File: src/rtl/mult_feeder.sv
// mult_feeder: operand FIFO and sequencer in front of a signed shift-add multiplier.
// Optional watchdog on the WAIT state is enabled by defining MULT_FEEDER_TIMEOUT_EN.
module mult_feeder #(
  parameter int W     = 8,
  parameter int DEPTH = 4,
  parameter int TMO   = 64
) (
  input  logic           clk,
  input  logic           reset,
  input  logic           in_valid,
  output logic           in_ready,
  input  logic [W-1:0]   in_A,
  input  logic [W-1:0]   in_B,
  output logic           mult_start,
  output logic [W-1:0]   mult_A,
  output logic [W-1:0]   mult_B,
  input  logic           mult_done,
  input  logic [2*W-1:0] mult_out,
  output logic           res_valid,
  input  logic           res_ready,
  output logic [2*W-1:0] res_data,
  output logic           err
);

  localparam int AW = $clog2(DEPTH);
  localparam int CW = AW + 1;

  typedef enum logic [1:0] {
    S_IDLE,
    S_ISSUE,
    S_WAIT,
    S_HOLD
  } state_t;

  state_t           r_state;
  state_t           w_next;

  logic [W-1:0]     r_mem_a [DEPTH];
  logic [W-1:0]     r_mem_b [DEPTH];
  logic [AW-1:0]    r_wr_ptr;
  logic [AW-1:0]    r_rd_ptr;
  logic [CW-1:0]    r_count;
  logic [W-1:0]     r_mult_a;
  logic [W-1:0]     r_mult_b;
  logic [2*W-1:0]   r_res_data;

  logic             w_push;
  logic             w_pop;
  logic             w_not_empty;
  logic             w_timeout;

  // in_ready looks at the count only, so a full FIFO never accepts a push-through.
  assign in_ready    = (r_count < CW'(DEPTH));
  assign w_not_empty = (r_count != '0);
  assign w_push      = in_valid && in_ready;
  assign w_pop       = w_not_empty &&
                       ((r_state == S_IDLE) || ((r_state == S_HOLD) && res_ready));

  // NOTE: FIFO storage has no reset; the pointers and count alone define what is valid.
  always_ff @(posedge clk) begin
    if (w_push) begin
      r_mem_a[r_wr_ptr] <= in_A;
      r_mem_b[r_wr_ptr] <= in_B;
    end
  end

  always_ff @(posedge clk) begin
    if (reset) begin
      r_wr_ptr <= '0;
      r_rd_ptr <= '0;
      r_count  <= '0;
    end else begin
      if (w_push) r_wr_ptr <= r_wr_ptr + AW'(1);
      if (w_pop)  r_rd_ptr <= r_rd_ptr + AW'(1);
      case ({w_push, w_pop})
        2'b10:   r_count <= r_count + CW'(1);
        2'b01:   r_count <= r_count - CW'(1);
        default: r_count <= r_count;
      endcase
    end
  end

  // Operands are loaded on the pop edge and held untouched until the next pop.
  always_ff @(posedge clk) begin
    if (reset) begin
      r_mult_a   <= '0;
      r_mult_b   <= '0;
      r_res_data <= '0;
    end else begin
      if (w_pop) begin
        r_mult_a <= r_mem_a[r_rd_ptr];
        r_mult_b <= r_mem_b[r_rd_ptr];
      end
      if ((r_state == S_WAIT) && mult_done) r_res_data <= mult_out;
    end
  end

  always_ff @(posedge clk) begin
    if (reset) r_state <= S_IDLE;
    else       r_state <= w_next;
  end

  // NOTE: every comb output gets a default first so no path can infer a latch.
  // WAIT is only entered one cycle after ISSUE, which masks a done level left from the last op.
  always_comb begin
    w_next = r_state;
    case (r_state)
      S_IDLE:  if (w_not_empty) w_next = S_ISSUE;
      S_ISSUE: w_next = S_WAIT;
      S_WAIT: begin
        if (mult_done)      w_next = S_HOLD;
        else if (w_timeout) w_next = S_IDLE;
      end
      S_HOLD: begin
        if (res_ready) w_next = w_not_empty ? S_ISSUE : S_IDLE;
      end
      default: w_next = S_IDLE;
    endcase
  end

  always_comb begin
    mult_start = 1'b0;
    res_valid  = 1'b0;
    case (r_state)
      S_ISSUE: mult_start = 1'b1;
      S_HOLD:  res_valid  = 1'b1;
      default: ;
    endcase
  end

  assign mult_A   = r_mult_a;
  assign mult_B   = r_mult_b;
  assign res_data = r_res_data;

`ifdef MULT_FEEDER_TIMEOUT_EN
  localparam int TW = $clog2(TMO + 1);

  logic [TW-1:0] r_tmo_cnt;
  logic          r_err;

  // Counter holds 0 on the first WAIT cycle; err lands on the edge it would reach TMO.
  assign w_timeout = (r_state == S_WAIT) && !mult_done && (r_tmo_cnt == TW'(TMO - 1));

  always_ff @(posedge clk) begin
    if (reset) begin
      r_tmo_cnt <= '0;
      r_err     <= 1'b0;
    end else begin
      r_err <= w_timeout;
      if (r_state == S_ISSUE)     r_tmo_cnt <= '0;
      else if (r_state == S_WAIT) r_tmo_cnt <= r_tmo_cnt + TW'(1);
    end
  end

  assign err = r_err;
`else
  assign w_timeout = 1'b0;
  assign err       = 1'b0;
`endif

endmodule

File: config.mk
export PLATFORM = sky130hd
export DESIGN_NAME = mult_feeder
export DESIGN_NICKNAME = d
export VERILOG_FILES = /design/src/rtl/mult_feeder.sv
export SDC_FILE = /design/constraint.sdc
export NUM_CORES = 1
export LEC_CHECK = 0
export ABC_AREA = 0
export BUFFER_PORTS_ARGS = -buffer_cell sky130_fd_sc_hd__buf_4
export CAP_MARGIN = 10
export CORE_AREA = 5 5 107 109
export DETAILED_ROUTE_END_ITERATION = 7
export DIE_AREA = 0 0 112 114
export PLACE_DENSITY = 0.6
export SLEW_MARGIN = 15
export SYNTH_ARGS = -nofsm -noshare
export SYNTH_HDL_FRONTEND = slang
export SYNTH_SLANG_ARGS = --single-unit
File: constraint.sdc
create_clock -name clk -period 3.1 [get_ports clk]
set_input_delay 0.775 -clock clk [delete_from_list [all_inputs] [get_ports clk]]
set_output_delay 0.775 -clock clk [all_outputs]
set_load 0.03 [all_outputs]
==> summary.txt, run 1 <==
Max Clk Rate - 399 MHz
ANT cells - 0
clk slew on worst S/H paths - 0.09 ns
fill count - 957
Critical Path RT - 3.38 ns
I/O pins - 73
Iteration-0 DRC Markers - 124
vias in the first global route - 2464
placed cell area - 4710 sq um
Pwr Density - 833 nW/um^2
Die X - 112 microns
largest net degree at the start of global routing - 43
CTS root buf - clkbuf_8
area taken by multi-input logic gates - 1170 sq um
gate count after technology mapping - 299
Yosys warnings - 0
All-Layer GR Usage - 12.6%
routed wire length - 7800 microns
Inst Count DP - 499
CP Capture Type - flop
# setup viols final - 0
critical path class - flop to flop
Vias/cell - 4.71
Hold Fails Final Rpt - 0
register bit count reported by yosys - 105
GR Overflow Total - 0
hold crit path type - flop to flop
Yosys cell types - 30
Inserted Clock Buffers - 9
CTS H-tree depth - 3
post-route ant nets - 0
Worst Max-Slew Pin Slew - 0.879 ns
drt wl/cell - 15.1 microns
Arr. time, crit path - 2.78 ns
Primary FF master, synth - edfxtp_1
Startpoint Class - flop
initial antenna violation count - 0
Register Area - 2740 sq um
I/O Buffers - 71
Clk Latency, worst-skew pair - 0.35 ns
layout cell share with drive strength beyond 1 - 29.6%
Hold Crit Endpoint - res_data[5]$_SDFFE_PP0P_
CP Launch Point - r_state[0]$_SDFFE_PP0P_
Fin Clk Skew - 0.0112 ns
Setup TNS Final - 0 ns
Syn Std Cell Area - 4060 sq um
DR vias - 2427
Final GP Congestion - 0.776
cts repair resizes - 0
Worst Path Max Fanout - 18
First-pass DRT Iterations - 4
Async S/R FF share, synth - 0%
DR DRC count - 0
outcome - complete, no violations
hold_sp - res_data[5]$_SDFFE_PP0P_
global-route wire length before repair - 12600 microns
minimum clock period - 2.51 ns
Setup Fix Bufs, Post-CTS - 0
Detailed Place HPWL - 5290 microns
R2R setup slack - 0.59 ns
RSZ-0062 raised after global routing - false
Final period util - 80.9%
Rows - 38
number of flops mapped to enable cells by yosys - 64
Post-Syn Area per Cell - 13.6 sq um
Area Overhead vs Synth - 20.9%
Placeable Area - 10500 sq um
Worst slew margin - 41.3%
Max Cap Violations - 0
Hold Path Stages - 2
sequential-to-total area share from yosys stat - 67.6%
syn_nets - 347
die footprint - 12800 sq um
Final Slew Violations - 0
Post-Layout Cell Count - 515
fin area - 4910 sq um
launching point of the worst reg2reg path - r_state[0]$_SDFFE_PP0P_
VDD IR max - 0.428 mV
Clock Path Buffers - 2
CTS tree - yes
Die H - 114 microns
Worst R2R Path Depth - 11
Post-CTS Hold Buffers - 0
initial core utilization - 38.6%
Nets - 418
leakage - 1.79 nW
CTS sink count - 105
r2r endpoint - r_count[2]$_SDFFE_PP0P_
==> placed cells by master (no fill, tap or decap) <==
| cell | instances |
|---|---|
| buf_4 | 77 |
| nand2_1 | 65 |
| edfxtp_1 | 64 |
| dfxtp_1 | 41 |
| a21oi_1 | 37 |
| mux4_2 | 16 |
| inv_1 | 10 |
| nor2_1 | 10 |
| ha_1 | 10 |
| clkbuf_8 | 9 |
| and2_1 | 5 |
| xnor2_1 | 3 |
| nor3_2 | 2 |
| clkinv_4 | 2 |
| nor2b_1 | 2 |
| nand2b_1 | 2 |
| or3_1 | 2 |
| xor2_1 | 2 |
| clkinv_1 | 2 |
| or2_1 | 1 |
| or4b_1 | 1 |
| and3_4 | 1 |
| o2111ai_1 | 1 |
| nand3_1 | 1 |
| nor3b_1 | 1 |
| o21ai_0 | 1 |
| mux2i_1 | 1 |
| fa_1 | 1 |
| conb_1 | 1 |
| bufinv_16 | 1 |
| clkinv_2 | 1 |
| inv_8 | 1 |
| clkinvlp_4 | 1 |
==> per-stage QoR <==
| step | util [%] | worst slack [ns] | hold WS, ns | power, mW |
|---|---|---|---|---|
| floorplan | - | 0.446 | 0.504 | 2.90 |
| global placement | 44.9 | 0.470 | 0.442 | 3.31 |
| detailed placement | 44.9 | 0.446 | 0.447 | 3.34 |
| CTS | 46.7 | 0.572 | 0.461 | 4.16 |
| global route | 46.7 | 0.388 | 0.481 | 4.35 |
| finish | 46.7 | 0.593 | 0.458 | 4.09 |
==> worst max-delay path by stage <==
stage | to | slack, ns | depth (start not counted)
final | r_count[2]$_SDFFE_PP0P_ | 0.59 | 11
after global routing | r_count[2]$_SDFFE_PP0P_ | 0.39 | 11
after CTS | r_count[2]$_SDFFE_PP0P_ | 0.57 | 11
after detailed placement | r_count[2]$_SDFFE_PP0P_ | 0.45 | 10
after global placement | r_count[2]$_SDFFE_PP0P_ | 0.47 | 10
after floorplan | r_count[2]$_SDFFE_PP0P_ | 0.45 | 12
==> cells by family after synthesis <==
| logic type | Yosys count | share of synthesized area, % |
|---|---|---|
| buffers and inverters | 28 | 3.55 |
| AND/OR/NAND/NOR | 93 | 10.1 |
| flip-flops | 105 | 67.6 |
| AO/OA/AOI/OAI | 39 | 4.90 |
| XOR/XNOR | 5 | 1.08 |
| other | 1 | 0.0924 |
| adder cells (fa/ha/maj) | 11 | 3.58 |
| multiplexers | 17 | 9.12 |
==> report_power, final <==
part | switching, mW | internal (mW)
clock network | 0.445 | 0.374
registers | 0.147 | 1.76
logic | 0.803 | 0.560
==> cells in the mapped netlist, types with 2 or more instances <==
| cell type | instances | area [sq um] |
|---|---|---|
| and2_1 | 5 | 31.3 |
| ha_1 | 10 | 125 |
| buf_4 | 4 | 30.0 |
| xnor2_1 | 3 | 26.3 |
| nor3_2 | 2 | 20.0 |
| edfxtp_1 | 64 | 1920 |
| nand2_1 | 65 | 244 |
| clkbuf_1 | 8 | 30.0 |
| xor2_1 | 2 | 17.5 |
| dfxtp_1 | 41 | 821 |
| nand2b_1 | 2 | 12.5 |
| buf_6 | 2 | 22.5 |
| nor2b_1 | 2 | 12.5 |
| or3_1 | 2 | 12.5 |
| nor2_1 | 10 | 37.5 |
| mux4_2 | 16 | 360 |
| a21oi_1 | 37 | 185 |
| buf_2 | 3 | 15.0 |
| inv_1 | 10 | 37.5 |
==> metal layers <==
layer | share of wire [%] | vias to the layer above | global-route usage (%)
li1 | - | 1185 | -
met1 | 44 | 1171 | 15.7
met2 | 49 | 69 | 21.5
met3 | 7.2 | 2 | 4.62
met4 | 0.42 | 0 | 2.64
met5 | 0 | - | 0
==> layout make-up <==
cell class	count	area share (%)
inverter	11	0.943
timing repair buffer	77	11.8
multi-input combinational	166	23.9
tap	140	3.57
clock inverter	7	1.43
sequential	105	55.9
clock buffer	9	2.52
==> state kept, by name, indices dropped and copies added, names as in the netlist <==
register	cells
r_mem_a	32
r_mem_b	32
res_data	16
mult_A	8
mult_B	8
r_count	3
r_rd_ptr	2
r_state	2
r_wr_ptr	2
==> critical path, stage by stage, from the launching register on <==
cell and delay [ns]:
dfxtp_1 0.36, inv_1 0.15, ha_1 0.22, a21oi_1 0.06, or2_1 0.26, clkinv_4 0.16
ha_1 0.20, inv_1 0.06, fa_1 0.37, xor2_1 0.16, or3_1 0.30, a21oi_1 0.14
Note: power is estimated with default switching activity, not from simulation.
==> run 2, diff against run 1 <==
clock period = 2.4 ns   (was 3.1 ns; I/O delays follow)
==> run 2 against run 1 <==
Highest routed layer unchanged. Sequential share of layout area is 0.73 points lower. Final area is 1.5% higher. Combinational power is 35% higher. Largest cell class unchanged. Count of clock-buffer cells in the layout is 4 higher. Clock power is 34% higher.
==> summary.txt, run 2 (synthesized netlist as in run 1, its figures left out) <==
outcome - complete, no violations (unchanged)
family with the most delay on the worst path - adder cells (unchanged)
All-Layer GR Usage - 13.1% (was 12.6%)
Setup TNS Final - 0 ns (unchanged)
DR DRC count - 0 (unchanged)
VDD IR max - 0.358 mV (was 0.428 mV)
critical path class - flop to flop (unchanged)
combinational share of power - 34.0% (was 33.3%)
CP Capture Type - flop (unchanged)
First-pass DRT Iterations - 4 (unchanged)
fill count - 940 (was 957)
Fin Clk Skew - 0.00552 ns (was 0.0112 ns)
crit path cell chain - inv_4 > ha_2 > a21oi_1 > or2_1 > clkinv_4 > ha_2 > inv_1 > fa_1 > xor2_1 > or3_1 > a21oi_1 (was inv_1 > ha_1 > a21oi_1 > or2_1 > clkinv_4 > ha_1 > inv_1 > fa_1 > xor2_1 > or3_1 > a21oi_1)
switching share of total power - 33.8% (was 34.1%)
Worst slew margin - 63.5% (was 41.3%)
Psw - 1.82 mW (was 1.39 mW)
# setup viols final - 0 (unchanged)
leakage - 1.82 nW (was 1.79 nW)
area taken by multi-input logic gates - 1190 sq um (was 1170 sq um)
Clock Path Buffers - 2 (unchanged)
Max Clk Rate - 436 MHz (was 399 MHz)
post-route ant nets - 0 (unchanged)
Slowest-stage cell, CP - dfxtp_4 (was fa_1)
Inserted Clock Buffers - 9 (unchanged)
Area Overhead vs Synth - 22.7% (was 20.9%)
Max Cap Violations - 0 (unchanged)
most frequent cells in the layout - buf_4 (79), nand2_1 (65), edfxtp_1 (64) (was buf_4 (77), nand2_1 (65), edfxtp_1 (64))
CTS sink count - 105 (unchanged)
drt wl/cell - 15.3 microns (was 15.1 microns)
Seq pwr share - 45.6% (was 46.6%)
Rows - 38 (unchanged)
DR vias - 2414 (was 2427)
I/O Buffers - 71 (unchanged)
Nets - 421 (was 418)
vias in the first global route - 2495 (was 2464)
hold crit path type - primary input to flop (was flop to flop)
Placeable Area - 10500 sq um (unchanged)
largest net degree at the start of global routing - 23 (was 43)
initial core utilization - 38.6% (unchanged)
Final Slew Violations - 0 (unchanged)
ANT cells - 0 (unchanged)
CTS tree - yes (unchanged)
I/O pins - 73 (unchanged)
GR Overflow Total - 0 (unchanged)
CP max stage delay - 0.38 ns (was 0.37 ns)
Final period util - 95.5% (was 80.9%)
Pint - 3.57 mW (was 2.69 mW)
CTS H-tree depth - 3 (unchanged)
clock group share of total power - 20.4% (was 20.0%)
Die X - 112 microns (unchanged)
clk slew on worst S/H paths - 0.10 ns (was 0.09 ns)
routed wire length - 7920 microns (was 7800 microns)
Worst Max-Slew Pin Slew - 0.547 ns (was 0.879 ns)
global-route wire length before repair - 12900 microns (was 12600 microns)
RSZ-0062 raised after global routing - false (unchanged)
pre-CTS setup slack - 0.0416 ns (was 0.446 ns)
die footprint - 12800 sq um (unchanged)
CTS root buf - clkbuf_8 (unchanged)
initial antenna violation count - 0 (unchanged)
Critical Path RT - 2.70 ns (was 3.38 ns)
Iteration-0 DRC Markers - 128 (was 124)
Arr. time, crit path - 2.59 ns (was 2.78 ns)
Clk Latency, worst-skew pair - 0.36 ns (was 0.35 ns)
Pwr Density - 1080 nW/um^2 (was 833 nW/um^2)
WP buf/inv - 3 (unchanged)
Die H - 114 microns (unchanged)
Post-CTS Hold Buffers - 0 (unchanged)
layout cell share with drive strength beyond 1 - 32.5% (was 29.6%)
Final GP Congestion - 0.759 (was 0.776)
Worst Path Max Fanout - 5 (was 18)
Detailed Place HPWL - 5150 microns (was 5290 microns)
Hold Fails Final Rpt - 0 (unchanged)
commonest non-fill, non-tap cell in the layout - buf_4 (unchanged)
final worst slack - 0.107 ns (was 0.593 ns)
Vias/cell - 4.66 (was 4.71)
minimum clock period - 2.29 ns (was 2.51 ns)
Register Area - 2750 sq um (was 2740 sq um)
Startpoint Class - flop (unchanged)
[run 2: cell types whose count changed in the layout (fill, tap and decap cells not counted), sizes merged]
| cell | before | now |
|---|---|---|
| clkbuf | 9 | 13 |
| buf | 77 | 80 |
| clkinv | 5 | 2 |
| bufinv | 1 | 0 |
| clkinvlp | 1 | 0 |
| inv | 11 | 12 |
[run 2: path summary, 6_finish.rpt]
kind                            from                       to  slack [ns]  depth (start not counted)
max          r_state[0]$_SDFFE_PP0P_  r_count[2]$_SDFFE_PP0P_        0.11                         11
min                          in_B[2]  r_mem_b[2][2]$_DFFE_PP_        0.43                          1
max reg2reg  r_state[0]$_SDFFE_PP0P_  r_count[2]$_SDFFE_PP0P_        0.11                         11
min reg2reg   mult_B[7]$_SDFFE_PP0P_   mult_B[7]$_SDFFE_PP0P_        0.46                          2
[run 2: power by group through the flow]
stage / Sequential [mW] / Combinational (mW) / Clock [mW]
floorplan: 2.73 / 1.05 / 0
global placement: 2.49 / 1.85 / 0
detailed placement: 2.50 / 1.88 / 0
CTS: 2.46 / 1.88 / 1.14
global route: 2.50 / 2.03 / 1.22
finish: 2.46 / 1.83 / 1.10
[run 2: metrics by stage]
step / hold WS, ns / instances / total power [mW] / utilization (%) / cell area [sq um]
3_5_place_dp: 0.449 / 502 / 4.38 / 45.4 / 4770
2_1_floorplan: 0.504 / 299 / 3.78 / - / 4080
4_1_cts: 0.411 / 518 / 5.48 / 47.4 / 4980
5_1_grt: 0.406 / 518 / 5.76 / 47.4 / 4980
6_report: 0.431 / 518 / 5.39 / 47.4 / 4980
3_3_place_gp: 0.444 / 502 / 4.34 / 45.4 / 4770
[run 2: repair_timing]
item,in CTS,in global routing
gates resized for setup,0,3
setup buffers,0,0
setup endpoints to repair,0,1
[run 2: area by class of cell]
| class | instances | share of cell area [%] |
|---|---|---|
| sequential | 105 | 55.1 |
| clock inverter | 3 | 0.352 |
| multi-input combinational | 166 | 23.9 |
| inverter | 11 | 0.979 |
| timing repair buffer | 80 | 12.3 |
| clock buffer | 13 | 3.82 |
| tap | 140 | 3.52 |
[run 2: per-layer routing]
layer / vias up / wire [microns] / global-route usage, %
li1: 1194 / - / -
met1: 1147 / 3540 / 16.7
met2: 66 / 3840 / 21.4
met3: 7 / 452 / 4.14
met4: 0 / 88 / 4.33
met5: - / 0 / 0
